`config.mk`:
```
export PLATFORM = sky130hd
export DESIGN_NAME = frame_ram_arbiter
export DESIGN_NICKNAME = d
export VERILOG_FILES = /design/src/rtl/frame_ram_pkg.sv /design/src/rtl/wr_fifo.sv /design/src/rtl/frame_ram_arbiter.sv
export SDC_FILE = /design/constraint.sdc
export NUM_CORES = 1
export LEC_CHECK = 0
export ABC_AREA = 1
export CORE_ASPECT_RATIO = 1.2
export CORE_UTILIZATION = 48
export CTS_CLUSTER_SIZE = 40
export DETAILED_ROUTE_END_ITERATION = 7
export PLACE_DENSITY = 0.75
export SETUP_SLACK_MARGIN = 0.4
export SLEW_MARGIN = 20
export SYNTH_ARGS = -nofsm -noshare
export SYNTH_HDL_FRONTEND = slang
export SYNTH_HIERARCHICAL = 1
export SYNTH_SLANG_ARGS = --single-unit
```
`constraint.sdc`:
```
create_clock -name clk -period 5.73 [get_ports clk]
set_input_delay 1.4325 -clock clk [delete_from_list [all_inputs] [get_ports clk]]
set_output_delay 1.4325 -clock clk [all_outputs]
set_load 0.02 [all_outputs]
```
`src/rtl/frame_ram_pkg.sv`:
```
// Shared frame-buffer RAM geometry, arbiter grant states and the buffered write entry.
package frame_ram_pkg;

    localparam int RAM_WIDTH = 32;
    localparam int RAM_DEPTH = (480 * 360 * 24) / RAM_WIDTH;
    localparam int ADDR_BITS = $clog2(RAM_DEPTH);
    localparam logic [ADDR_BITS-1:0] MAX_ADDR = ADDR_BITS'(RAM_DEPTH - 1);

    typedef enum logic [1:0] {
        GNT_IDLE,
        GNT_READ,
        GNT_WRITE
    } gnt_state_t;

    typedef struct packed {
        logic [ADDR_BITS-1:0] addr;
        logic [RAM_WIDTH-1:0] data;
    } wr_entry_t;

    function automatic logic addr_oob(input logic [ADDR_BITS-1:0] a);
        return a > MAX_ADDR;
    endfunction

endpackage

```
`src/rtl/wr_fifo.sv`:
```
// Small synchronous FIFO buffering loader writes until the arbiter finds a free RAM cycle.
module wr_fifo
    import frame_ram_pkg::*;
#(
    parameter int DEPTH = 4
) (
    input  logic      clk_i,
    input  logic      rst_ni,
    input  logic      push_i,
    input  wr_entry_t din_i,
    input  logic      pop_i,
    output wr_entry_t dout_o,
    output logic      full_o,
    output logic      empty_o
);

    localparam int PW = $clog2(DEPTH);
    localparam logic [PW:0] FULL_CNT = (PW + 1)'(DEPTH);

    wr_entry_t     mem_q [DEPTH];
    logic [PW-1:0] wr_ptr_q, wr_ptr_d;
    logic [PW-1:0] rd_ptr_q, rd_ptr_d;
    logic [PW:0]   cnt_q, cnt_d;

    always_comb begin
        wr_ptr_d = wr_ptr_q;
        rd_ptr_d = rd_ptr_q;
        cnt_d    = cnt_q;
        if (push_i) wr_ptr_d = wr_ptr_q + PW'(1);
        if (pop_i)  rd_ptr_d = rd_ptr_q + PW'(1);
        case ({push_i, pop_i})
            2'b10:   cnt_d = cnt_q + (PW + 1)'(1);
            2'b01:   cnt_d = cnt_q - (PW + 1)'(1);
            default: cnt_d = cnt_q;
        endcase
    end

    always_ff @(posedge clk_i or negedge rst_ni) begin
        if (!rst_ni) begin
            wr_ptr_q <= '0;
            rd_ptr_q <= '0;
            cnt_q    <= '0;
        end else begin
            wr_ptr_q <= wr_ptr_d;
            rd_ptr_q <= rd_ptr_d;
            cnt_q    <= cnt_d;
        end
    end

    // Storage needs no reset: occupancy lives entirely in the pointers and count.
    always_ff @(posedge clk_i) begin
        if (push_i) mem_q[wr_ptr_q] <= din_i;
    end

    assign dout_o  = mem_q[rd_ptr_q];
    assign full_o  = (cnt_q == FULL_CNT);
    assign empty_o = (cnt_q == '0);

endmodule

```
`src/rtl/frame_ram_arbiter.sv`:
```
// Shares the single-port frame RAM between the VGA read path (always wins) and the
// buffered serial loader writes, which drain in cycles the display leaves idle.
module frame_ram_arbiter
    import frame_ram_pkg::*;
#(
    parameter int WFIFO_DEPTH  = 4,
    parameter int STARVE_LIMIT = 1024
) (
    input  logic                 clk,
    input  logic                 rst,
    input  logic                 rd_req,
    input  logic [ADDR_BITS-1:0] rd_addr,
    output logic                 rd_valid,
    output logic [RAM_WIDTH-1:0] rd_data,
    input  logic                 wr_valid,
    output logic                 wr_ready,
    input  logic [ADDR_BITS-1:0] wr_addr,
    input  logic [RAM_WIDTH-1:0] wr_data,
    output logic [ADDR_BITS-1:0] ram_addr,
    output logic                 ram_we,
    output logic [RAM_WIDTH-1:0] ram_din,
    input  logic [RAM_WIDTH-1:0] ram_dout,
    output logic                 frame_done,
    output logic                 addr_err,
    output logic                 wr_starved
);

    localparam int SW = $clog2(STARVE_LIMIT + 1);
    localparam logic [SW-1:0] STARVE_MAX = SW'(STARVE_LIMIT);

    gnt_state_t           gnt_q, gnt_d;
    logic [ADDR_BITS-1:0] last_addr_q, last_addr_d;
    logic                 rd_oob_q;
    logic                 rd_valid_q;
    logic [RAM_WIDTH-1:0] rd_data_q;
    logic                 frame_done_q, frame_done_d;
    logic [SW-1:0]        starve_cnt_q, starve_cnt_d;

    logic      fifo_full, fifo_empty, fifo_push, fifo_pop;
    logic      rd_oob, wr_oob;
    wr_entry_t wr_in, head;

    assign wr_in     = '{addr: wr_addr, data: wr_data};
    assign wr_ready  = !fifo_full;
    assign fifo_push = wr_valid && !fifo_full;

    wr_fifo #(
        .DEPTH(WFIFO_DEPTH)
    ) u_wr_fifo (
        .clk_i  (clk),
        .rst_ni (rst),
        .push_i (fifo_push),
        .din_i  (wr_in),
        .pop_i  (fifo_pop),
        .dout_o (head),
        .full_o (fifo_full),
        .empty_o(fifo_empty)
    );

    assign rd_oob = addr_oob(rd_addr);
    assign wr_oob = addr_oob(head.addr);

    // Out-of-range accesses keep the RAM address parked on the last legal value.
    always_comb begin
        gnt_d       = GNT_IDLE;
        fifo_pop    = 1'b0;
        ram_we      = 1'b0;
        ram_din     = '0;
        ram_addr    = last_addr_q;
        addr_err    = 1'b0;
        if (rd_req) begin
            gnt_d    = GNT_READ;
            addr_err = rd_oob;
            if (!rd_oob) ram_addr = rd_addr;
        end else if (!fifo_empty) begin
            gnt_d    = GNT_WRITE;
            fifo_pop = 1'b1;
            addr_err = wr_oob;
            if (!wr_oob) begin
                ram_we   = 1'b1;
                ram_din  = head.data;
                ram_addr = head.addr;
            end
        end
        addr_err     = addr_err && rst;
        last_addr_d  = ram_addr;
        frame_done_d = ram_we && (head.addr == MAX_ADDR);
    end

    always_comb begin
        starve_cnt_d = starve_cnt_q;
        if (ram_we)
            starve_cnt_d = '0;
        else if (!fifo_empty && rd_req && (starve_cnt_q != STARVE_MAX))
            starve_cnt_d = starve_cnt_q + SW'(1);
    end

    always_ff @(posedge clk or negedge rst) begin
        if (!rst) begin
            gnt_q        <= GNT_IDLE;
            last_addr_q  <= '0;
            rd_oob_q     <= 1'b0;
            rd_valid_q   <= 1'b0;
            rd_data_q    <= '0;
            frame_done_q <= 1'b0;
            starve_cnt_q <= '0;
        end else begin
            gnt_q        <= gnt_d;
            last_addr_q  <= last_addr_d;
            rd_oob_q     <= rd_oob;
            // ram_dout carries the word granted last cycle; capture it one edge later.
            rd_valid_q   <= (gnt_q == GNT_READ);
            rd_data_q    <= (gnt_q == GNT_READ && !rd_oob_q) ? ram_dout : '0;
            frame_done_q <= frame_done_d;
            starve_cnt_q <= starve_cnt_d;
        end
    end

    assign rd_valid   = rd_valid_q;
    assign rd_data    = rd_data_q;
    assign frame_done = frame_done_q;
    assign wr_starved = (starve_cnt_q == STARVE_MAX);

endmodule

```
==> results.ini, run 1 <==
[worst_setup_path]
critPathSlowestCell = clkdlybuf4s50_1
cp.buffers_inverters = 3
start_kind = input pin
cp_common_cell = clkdlybuf4s50_1
crit_path_end_kind = output pin
path_delay_family = buffers and inverters
crit_type = input pin to output pin
crit_chain = clkdlybuf4s50_1 > clkinv_1 > nand3_1 > nand2_1 > clkdlybuf4s50_1
path_max_fanout = 18
worstPathArrival_ns = 3.67
required_ns = 4.30
max_stage_delay_ns = 0.74

[routing]
drcViolationCount = 0
avgViaCountPerCell = 4.95
drt_iter0_drc = 278
first_pass_iters = 6
wl_per_cell_um = 15.4
ant_nets = 0
wl_um = 25500
vias = 8172

[clock_tree]
clk_pin_slew_worst_paths_ns = 0.06
clockBufferDepth = 3
cts.sinks = 268
clkLatencyLatePin_ns = 0.54
cts_made_buffers = 26
root_buffer = clkbuf_16
cts_tree = built
h-tree-depth = 1

[grt]
grt_pass1_wl_um = 40500
antenna_found_initial = 2
use_met1_pct = 24.2
grt_start_max_net_pins = 54
grt_use_met3_pct = 4.02
top_usage_layer = met2
globalRouteMet2Util_pct = 36.0
grt_pass1_vias = 8102
grt.total_usage_pct = 20.1
grt.overflow.total = 0

[synth]
synth_ff_type = edfxtp_1
postSynthAreaPerCell_um2 = 10.6
syn_area_um2 = 12000
synth_compound_area_share_pct = 7.84
synth_xor_area_share_pct = 0.659
ys_types = 33
yosys_warnings = 6
synth-seq-cells = 268
yosys.area_share.simple_pct = 15.4
synthCells = 1130
synth_top_family_by_area = simple AND/OR/NAND/NOR gates
synth_nets = 1240
synth_fa_ha_area_share_pct = 0.899
async_flop_share_pct = 26.9
seq_area_frac_synth_pct = 64.3
synth.area.mux_share_pct = 0
synth_edf_count = 196

[power]
power.total_mw = 6.92
p_per_area_nw_per_um2 = 466
worst_ir_drop_vdd_mv = 0.335
p_leak_nw = 6.54

[finish]
layout.cells.non_filler = 1650
drive_above_1_share_pct = 7.59
fin_area_um2 = 14800
fillers = 1982
final_common_cell = nand2_1
final_cell_mix = nand2_1, inv_1, edfxtp_1
diodes = 0
synthToLayoutAreaGrowth_pct = 24.1
num-nets-final = 1420

[die]
rows = 62
ios = 189
die_w_um = 146
die_area_um2 = 25600
fp.dieH_um = 175
start_util_pct = 49.4
core_um2 = 24200

[sta]
hold_viol = 0
rsz0062_at_grt = no
fin_crit_sh_pct = 89.1
setup_viol = 0
fin_skew_ns = 0.0198
tightest_slew_ns = 0.988
fin_setup_tns_ns = 0
worst_slack_ns = 0.625
max_slew_margin_pct = 34.0
fmax_mhz = 196
maxSlewViolCount = 0
min_period_ns = 5.10

[place]
portBuffers = 188
post-place-ws_ns = 0.518
hpwl_um = 16400
place_congestion = 0.866
placed_area_um2 = 14000
place_inst = 1601

[run_status]
outcome = finished, final reports clean

[job]
cap_violations = 0

[min_path]
hold_class = flop to flop

==> state kept, by name (all words and copies together) (netlist names), 2 cells and up <==
| register | flops |
|---|---|
| u_wr_fifo/cnt_q | 3 |
| gnt_q | 2 |
| u_wr_fifo/rd_ptr_q | 2 |
| rd_data | 32 |
| starve_cnt_q | 11 |
| u_wr_fifo/mem_q | 196 |
| last_addr_q | 17 |
| u_wr_fifo/wr_ptr_q | 2 |
==> per-layer routing <==
metal | part of all wire, % | vias up
met2 | 51 | 245
met5 | 0.051 | -
met4 | 2.6 | 2
li1 | - | 4027
met1 | 41 | 3852
met3 | 6.0 | 46
==> layout make-up <==
cell class | instances | area (µm²) | area share, %
sequential | 268 | 7690 | 51.8
multi-input combinational | 563 | 2980 | 20.1
timing repair buffer | 207 | 2040 | 13.8
inverter | 244 | 918 | 6.18
clock buffer | 38 | 763 | 5.14
tap | 320 | 400 | 2.70
clock inverter | 10 | 48.8 | 0.329
==> cell families (layout without fill, tap and decap cells) <==
family,Yosys count,in the layout
AOI/OAI and AO/OA,108,108
xor gates and xnor gates,9,9
adders and majority gates,8,8
buffers and inverters,299,499
DFF,268,268
and+or+nand+nor,438,438
==> metrics by stage <==
stage,utilization (%),hold WS [ns]
after floorplan,-,0.388
after global placement,57.8,0.406
after detailed placement,57.8,0.411
after CTS,61.3,0.425
after global routing,61.4,0.441
final,61.4,0.418
==> Yosys cell counts (7+ instances only) <==
cell type / instances / area share, %
nand2_1: 252 / 7.9
ha_1: 7 / 0.73
buf_6: 16 / 1.5
nand3_1: 65 / 2.7
buf_2: 21 / 0.88
dfrtp_1: 72 / 15
nor2_1: 83 / 2.6
edfxtp_1: 196 / 49
inv_1: 241 / 7.6
o211ai_1: 71 / 4.5
nand4_1: 25 / 1.3
clkbuf_1: 9 / 0.28
o211ai_2: 27 / 2.8
==> power by group <==
group	internal, mW	leakage, nW	switching (mW)
combinational	0.966	3.41	1.67
clock	0.923	0.406	0.688
sequential	2.51	2.72	0.157
total	4.40	6.54	2.52
==> worst paths after layout <==
path / from / to / slack [ns] / cells past startpoint
worst max-delay path: rd_req / ram_addr[10] / 0.63 / 5
max in group asynchronous: rst / rd_data[7]$_DFF_PN0_ / 3.83 / 3
worst max register to register: u_wr_fifo/rd_ptr_q[0]$_DFFE_PN0P_ / starve_cnt_q[3]$_DFFE_PN0P_ / 2.72 / 12
worst min register to register: gnt_q[1]$_DFF_PN0_ / rd_valid$_DFF_PN0_ / 0.42 / 1
min in group asynchronous: rst / starve_cnt_q[4]$_DFFE_PN0P_ / 1.00 / 2
worst min-delay path: gnt_q[1]$_DFF_PN0_ / rd_valid$_DFF_PN0_ / 0.42 / 1
==> what timing repair did <==
item / in CTS / in global routing
endpoints found under the setup margin: 48 / 51
hold buffers: 0 / 0
pin swaps: 0 / 0
resized for setup: 0 / 6
setup buffers: 1 / 0
(Power assumes the default switching activity.)
==> inputs of run 2 (changes only) <==
--- a/config.mk
+++ b/config.mk
@@ -6,6 +6,7 @@
 export NUM_CORES = 1
 export LEC_CHECK = 0
 export ABC_AREA = 1
+export CAP_MARGIN = 10
 export CORE_ASPECT_RATIO = 1.2
 export CORE_UTILIZATION = 48
 export CTS_CLUSTER_SIZE = 40
==> constraint.sdc (replaced) <==
create_clock -name clk -period 5.73 [get_ports clk]
set_input_delay 0.573 -clock clk [delete_from_list [all_inputs] [get_ports clk]]
set_output_delay 0.573 -clock clk [all_outputs]
set_load 0.02 [all_outputs]
==> results.ini, run 2 (synthesis gave the netlist of run 1 again) <==
[finish]
multi_input_comb_area_um2 = 2970
largest_reg_flops = 196
final_common_cell = nand2_1
num-nets-final = 1413
ff_latch_area_um2 = 7690
final_cell_mix = nand2_1, inv_1, edfxtp_1
top_register = u_wr_fifo/mem_q
fillers = 1970
drive_above_1_share_pct = 6.88
synthToLayoutAreaGrowth_pct = 24.2

[die]
die_w_um = 146
fp.dieH_um = 175
rows = 62
core_um2 = 24200
die_area_um2 = 25600
ios = 189
start_util_pct = 49.4

[clock_tree]
cts_hold_buf = 1
cts_tree = built
cts_made_buffers = 26
cts_resized = 0
h-tree-depth = 1
postCtsSetupRepairBufs = 0
clkLatencyLatePin_ns = 0.52
clockBufferDepth = 3
clk_pin_slew_worst_paths_ns = 0.07
root_buffer = clkbuf_16
cts.sinks = 268

[min_path]
worstHoldEndpoint = rd_valid$_DFF_PN0_
min_from = gnt_q[1]$_DFF_PN0_
hold_class = flop to flop
hold_path_depth = 1

[power]
switching_share_pct = 35.8
combPwrFrac_pct = 36.1
p_int_mw = 4.52
power_switching_mw = 2.52
p_clk_share_pct = 25.3
p_per_area_nw_per_um2 = 474
p_seq_share_pct = 38.6
p_leak_nw = 6.53
worst_ir_drop_vdd_mv = 0.373

[grt]
grt_start_max_net_pins = 107
grt_use_met3_pct = 4.54
use_met1_pct = 23.3
grt.total_usage_pct = 19.8
grt.overflow.total = 0
globalRouteMet2Util_pct = 35.7
grt_pass1_wl_um = 40200
top_usage_layer = met2
grt_pass1_vias = 8015
antenna_found_initial = 4

[routing]
first_pass_iters = 7
avgViaCountPerCell = 4.95
wl_um = 25200
drt_iter0_drc = 297
vias = 8142
drcViolationCount = 0
wl_per_cell_um = 15.3
ant_nets = 0

[sta]
rsz0062_at_grt = no
tightest_slew_ns = 0.999
min_period_ns = 4.68
fin_setup_tns_ns = 0
fmax_mhz = 214
maxSlewViolCount = 0
hold_viol = 0
fin_skew_ns = 0.0142
setup_viol = 0
timing.hold.ws_ns = 0.438
fin_crit_sh_pct = 81.6
max_slew_margin_pct = 33.3

[place]
hpwl_um = 16400
place_congestion = 0.856
portBuffers = 188

[worst_setup_path]
crit_chain = nand2_1 > o211ai_1 > nand2_1 > nand2_1 > nor2_4 > nand3_2 > nand3_2 > nor2_1 > clkdlybuf4s50_1
worstPathArrival_ns = 4.11
timing.rr.end = starve_cnt_q[7]$_DFFE_PN0P_
r2r-start = u_wr_fifo/rd_ptr_q[0]$_DFFE_PN0P_
max_stage_delay_ns = 1.02
ff2ff_setup_slack_ns = 2.34
crit_type = flop to output pin
reg2reg_depth = 11
crit_path_end_kind = output pin
cp.buffers_inverters = 1
path_delay_family = simple AND/OR/NAND/NOR gates
required_ns = 5.16
critPathSlowestCell = dfrtp_4
cp_common_cell = nand2_1
start_kind = flop
path_max_fanout = 93

[run_status]
outcome = finished, final reports clean

[job]
cap_violations = 0

run 2: cell types whose count changed in the layout (fill, tap and decap cells not counted), sizes merged:
cell / delta
buf: -9
clkbuf: -8
bufinv: +5
diode: +2
clkdlybuf4s50: +1
clkinv: +1
clkinvlp: +1
dlygate4sd3: +1
inv: +1
run 2: per-stage QoR:
| step | utilization [%] | cells | area (µm²) | setup slack (ns) | total power, mW |
|---|---|---|---|---|---|
| 2_1_floorplan | - | 1130 | 12000 | 3.06 | 4.51 |
| 3_3_place_gp | 57.6 | 1594 | 13900 | 1.33 | 5.26 |
| 3_5_place_dp | 57.6 | 1594 | 13900 | 1.34 | 5.32 |
| 4_1_cts | 61.4 | 1643 | 14900 | 0.978 | 7.11 |
| 5_1_grt | 61.4 | 1644 | 14900 | 0.608 | 7.48 |
| 6_report | 61.4 | 1645 | 14900 | 1.05 | 7.04 |
run 2: cell type report:
class	count	share of cell area, %
Antenna cell	2	0.0337
Clock buffer	30	4.62
Sequential cell	268	51.8
Multi-Input combinational cell	563	20.0
Tap cell	320	2.69
Timing Repair Buffer	200	13.3
Inverter	244	6.16
Clock inverter	18	1.46
run 2: how the worst max path moves through the flow:
stage / endpoint / from / slack [ns] / depth (start not counted)
finish: ram_din[18] / u_wr_fifo/rd_ptr_q[0]$_DFFE_PN0P_ / 1.05 / 9
global route: ram_din[0] / u_wr_fifo/rd_ptr_q[0]$_DFFE_PN0P_ / 0.61 / 9
CTS: ram_din[15] / u_wr_fifo/rd_ptr_q[0]$_DFFE_PN0P_ / 0.98 / 9
detailed placement: addr_err / rd_addr[13] / 1.34 / 8
global placement: addr_err / rd_addr[12] / 1.33 / 8
floorplan: addr_err / u_wr_fifo/rd_ptr_q[0]$_DFFE_PN0P_ / 3.06 / 13
run 2: power groups by stage:
stage | combinational, mW | clock (mW) | sequential [mW]
3_3_place_gp | 2.51 | 0 | 2.74
5_1_grt | 2.82 | 1.90 | 2.76
3_5_place_dp | 2.56 | 0 | 2.76
4_1_cts | 2.58 | 1.82 | 2.72
2_1_floorplan | 1.83 | 0 | 2.68
6_report | 2.54 | 1.78 | 2.72
run 2: metal layers:
metal | share of wire [%] | vias to the layer above
li1 | - | 4016
met1 | 41 | 3803
met2 | 50 | 276
met3 | 7.1 | 45
met4 | 2.5 | 2
met5 | 0.052 | -
run 2: worst reg2reg max path, cell delays in order, from the launching register on:
cell	delay, ns
dfrtp_4	1.02
nand2_1	0.16
o211ai_1	0.12
nand2_1	0.07
inv_1	0.09
nand2_1	0.05
nor2_1	0.15
nand3_2	0.38
nand3_2	0.71
buf_4	0.37
nand3b_1	0.12
nand2_1	0.10
==> edit, RTL diff (settings of run 1) <==
Reset style: synchronous (`rst` and `rst_ni`), changed in 2 clocked blocks.
--- a/src/rtl/wr_fifo.sv
+++ b/src/rtl/wr_fifo.sv
@@ -35,7 +35,7 @@
         endcase
     end
 
-    always_ff @(posedge clk_i or negedge rst_ni) begin
+    always_ff @(posedge clk_i) begin
         if (!rst_ni) begin
             wr_ptr_q <= '0;
             rd_ptr_q <= '0;
--- a/src/rtl/frame_ram_arbiter.sv
+++ b/src/rtl/frame_ram_arbiter.sv
@@ -95,7 +95,7 @@
             starve_cnt_d = starve_cnt_q + SW'(1);
     end
 
-    always_ff @(posedge clk or negedge rst) begin
+    always_ff @(posedge clk) begin
         if (!rst) begin
             gnt_q        <= GNT_IDLE;
             last_addr_q  <= '0;
Formal check against the unedited RTL: differs if rst is asserted again (counterexample within 4 cycles, from zero or initial values and one cycle with rst low); with rst held inactive, the same outputs for 4 cycles.
==> edit against run 1 <==
  * Power is 20% lower
  * Cell area decreased by 6.8%
  * Core utilization increased by 0.31 points
  * Setup slack better by 25 ps
  * Maximum frequency increased by 0.49%
  * Sequential cell count increased by 2
  * Area after synthesis is 8.1% lower
  * Routed wire length decreased by 5.4%
==> edit: results (changes against run 1) <==
Layout Cells excl Fill - 1503 (-8.9%)
Seq/total area - 53.3% (+1.5 points)
Slew HR - 33.0% (-0.95 points)
top cells by count, synth - edfxtp_1 (196), nor2_1 (195), inv_1 (115)
share of layout cells above drive strength 1 - 6.38% (-1.2 points)
Fill cells - 1785 (-9.9%)
clock skew - 6.92 ps (-12.9 ps)
IR drop worst, VDD - 0.302 mV (-9.8%)
buffering overhead - 14.2% (+0.45 points)
clock buf count - 33 (-13%)
routed len/inst - 16.0 µm (+3.8%)
Final clock-cell share - 5.89% (+0.43 points)
layout net count - 1315 (-7.4%)
Final GP Congestion - 0.854 (-1.3%)
DRT iter0 DRCs - 432 (+55%)
Initial DRT Pass Iterations - 5 (-1)
initial antenna violation count - 3 (+1)
pin count of the biggest net entering global routing - 99 (+83%)
FFs w/ async S/R, synth - 0% (-27 points)
area of the multi-input gates - 2860 µm² (-4.1%)
Synth area leaders - edfxtp_1 (54%), dfxtp_1 (13%), nor2_1 (6.7%), o21ai_0 (4.5%), inv_1 (3.9%)
n_diodes - 1 (+1)
inverters - 122 (-50%)
DP Worst Slack - 761 ps (+243 ps)
syn nets - 1140 (-8.1%)
comb_multi_in - 586 (+4.1%)
Layout Utilization - 61.7% (+0.31 points)
synth unique cells - 34 (+3.0%)
syn_area_per_cell - 10.7 µm² (+0.80%)
Non-Clock Buffer Count - 198 (-4.3%)
Post-DP Area - 13000 µm² (-7.2%)
overall routing resource usage - 20.4% (+0.22 points)
Lkg Pwr - 5.29 nW (-19%)
status - complete, no violations
-- edit: changes by cell type in the layout (fill, tap and decap cells not counted), moves of 70 or more --
| cell | change |
|---|---|
| inv_1 | -126 |
| dfxtp_1 | +72 |
| o211ai_1 | -71 |
| dfrtp_1 | -70 |
| o21ai_0 | +97 |
| nand2_1 | -145 |
| nor2_1 | +112 |
-- edit: cell families after synthesis --
group	count (synthesis)	synth area share, %
adder cells (fa/ha/maj)	8	0.979
XOR/XNOR	8	0.637
AO/OA/AOI/OAI	171	8.73
buffers and inverters	174	7.03
flip-flops	270	67.0
AND/OR/NAND/NOR	399	15.6
-- edit: layer usage --
| layer | vias up | global-route usage [%] | wire, µm |
|---|---|---|---|
| met5 | - | 0 | 33 |
| met4 | 4 | 6.02 | 433 |
| met3 | 36 | 3.87 | 1540 |
| met2 | 268 | 34.5 | 11600 |
| met1 | 3670 | 26.7 | 10400 |
| li1 | 3854 | - | - |
-- edit: where the power goes --
part	switching, mW	leakage [nW]	internal (mW)	total [mW]
clock	0.684	0.393	0.949	1.63
combinational	1.00	2.49	0.570	1.57
sequential	0.0749	2.40	2.29	2.36
-- edit: critical path: stages, from the launching register on --
cell and delay, ps:
dfxtp_2 320, inv_2 520, o21ai_0 190, o22ai_1 340, nand2_1 150, nor2_4 200
nand3_4 220, nand3_4 240, nand2_1 90, nand3_1 90, nand2_1 90, inv_1 70
clkdlybuf4s50_1 590
-- edit: worst paths after layout --
kind	to	startpoint	cells after the start	slack (ps)
hold / removal	rd_valid	gnt_q[1]	1	400
setup reg to reg	starve_cnt_q[10]	flip-flop	11	2820
hold reg to reg	rd_valid	gnt_q[1]	1	400
setup / recovery	ram_addr[16]	flip-flop	12	650
-- edit: timing repair --
item,in CTS,in global routing
gates resized for setup,2,4
setup endpoints to repair,16,42
buffers inserted,0,1
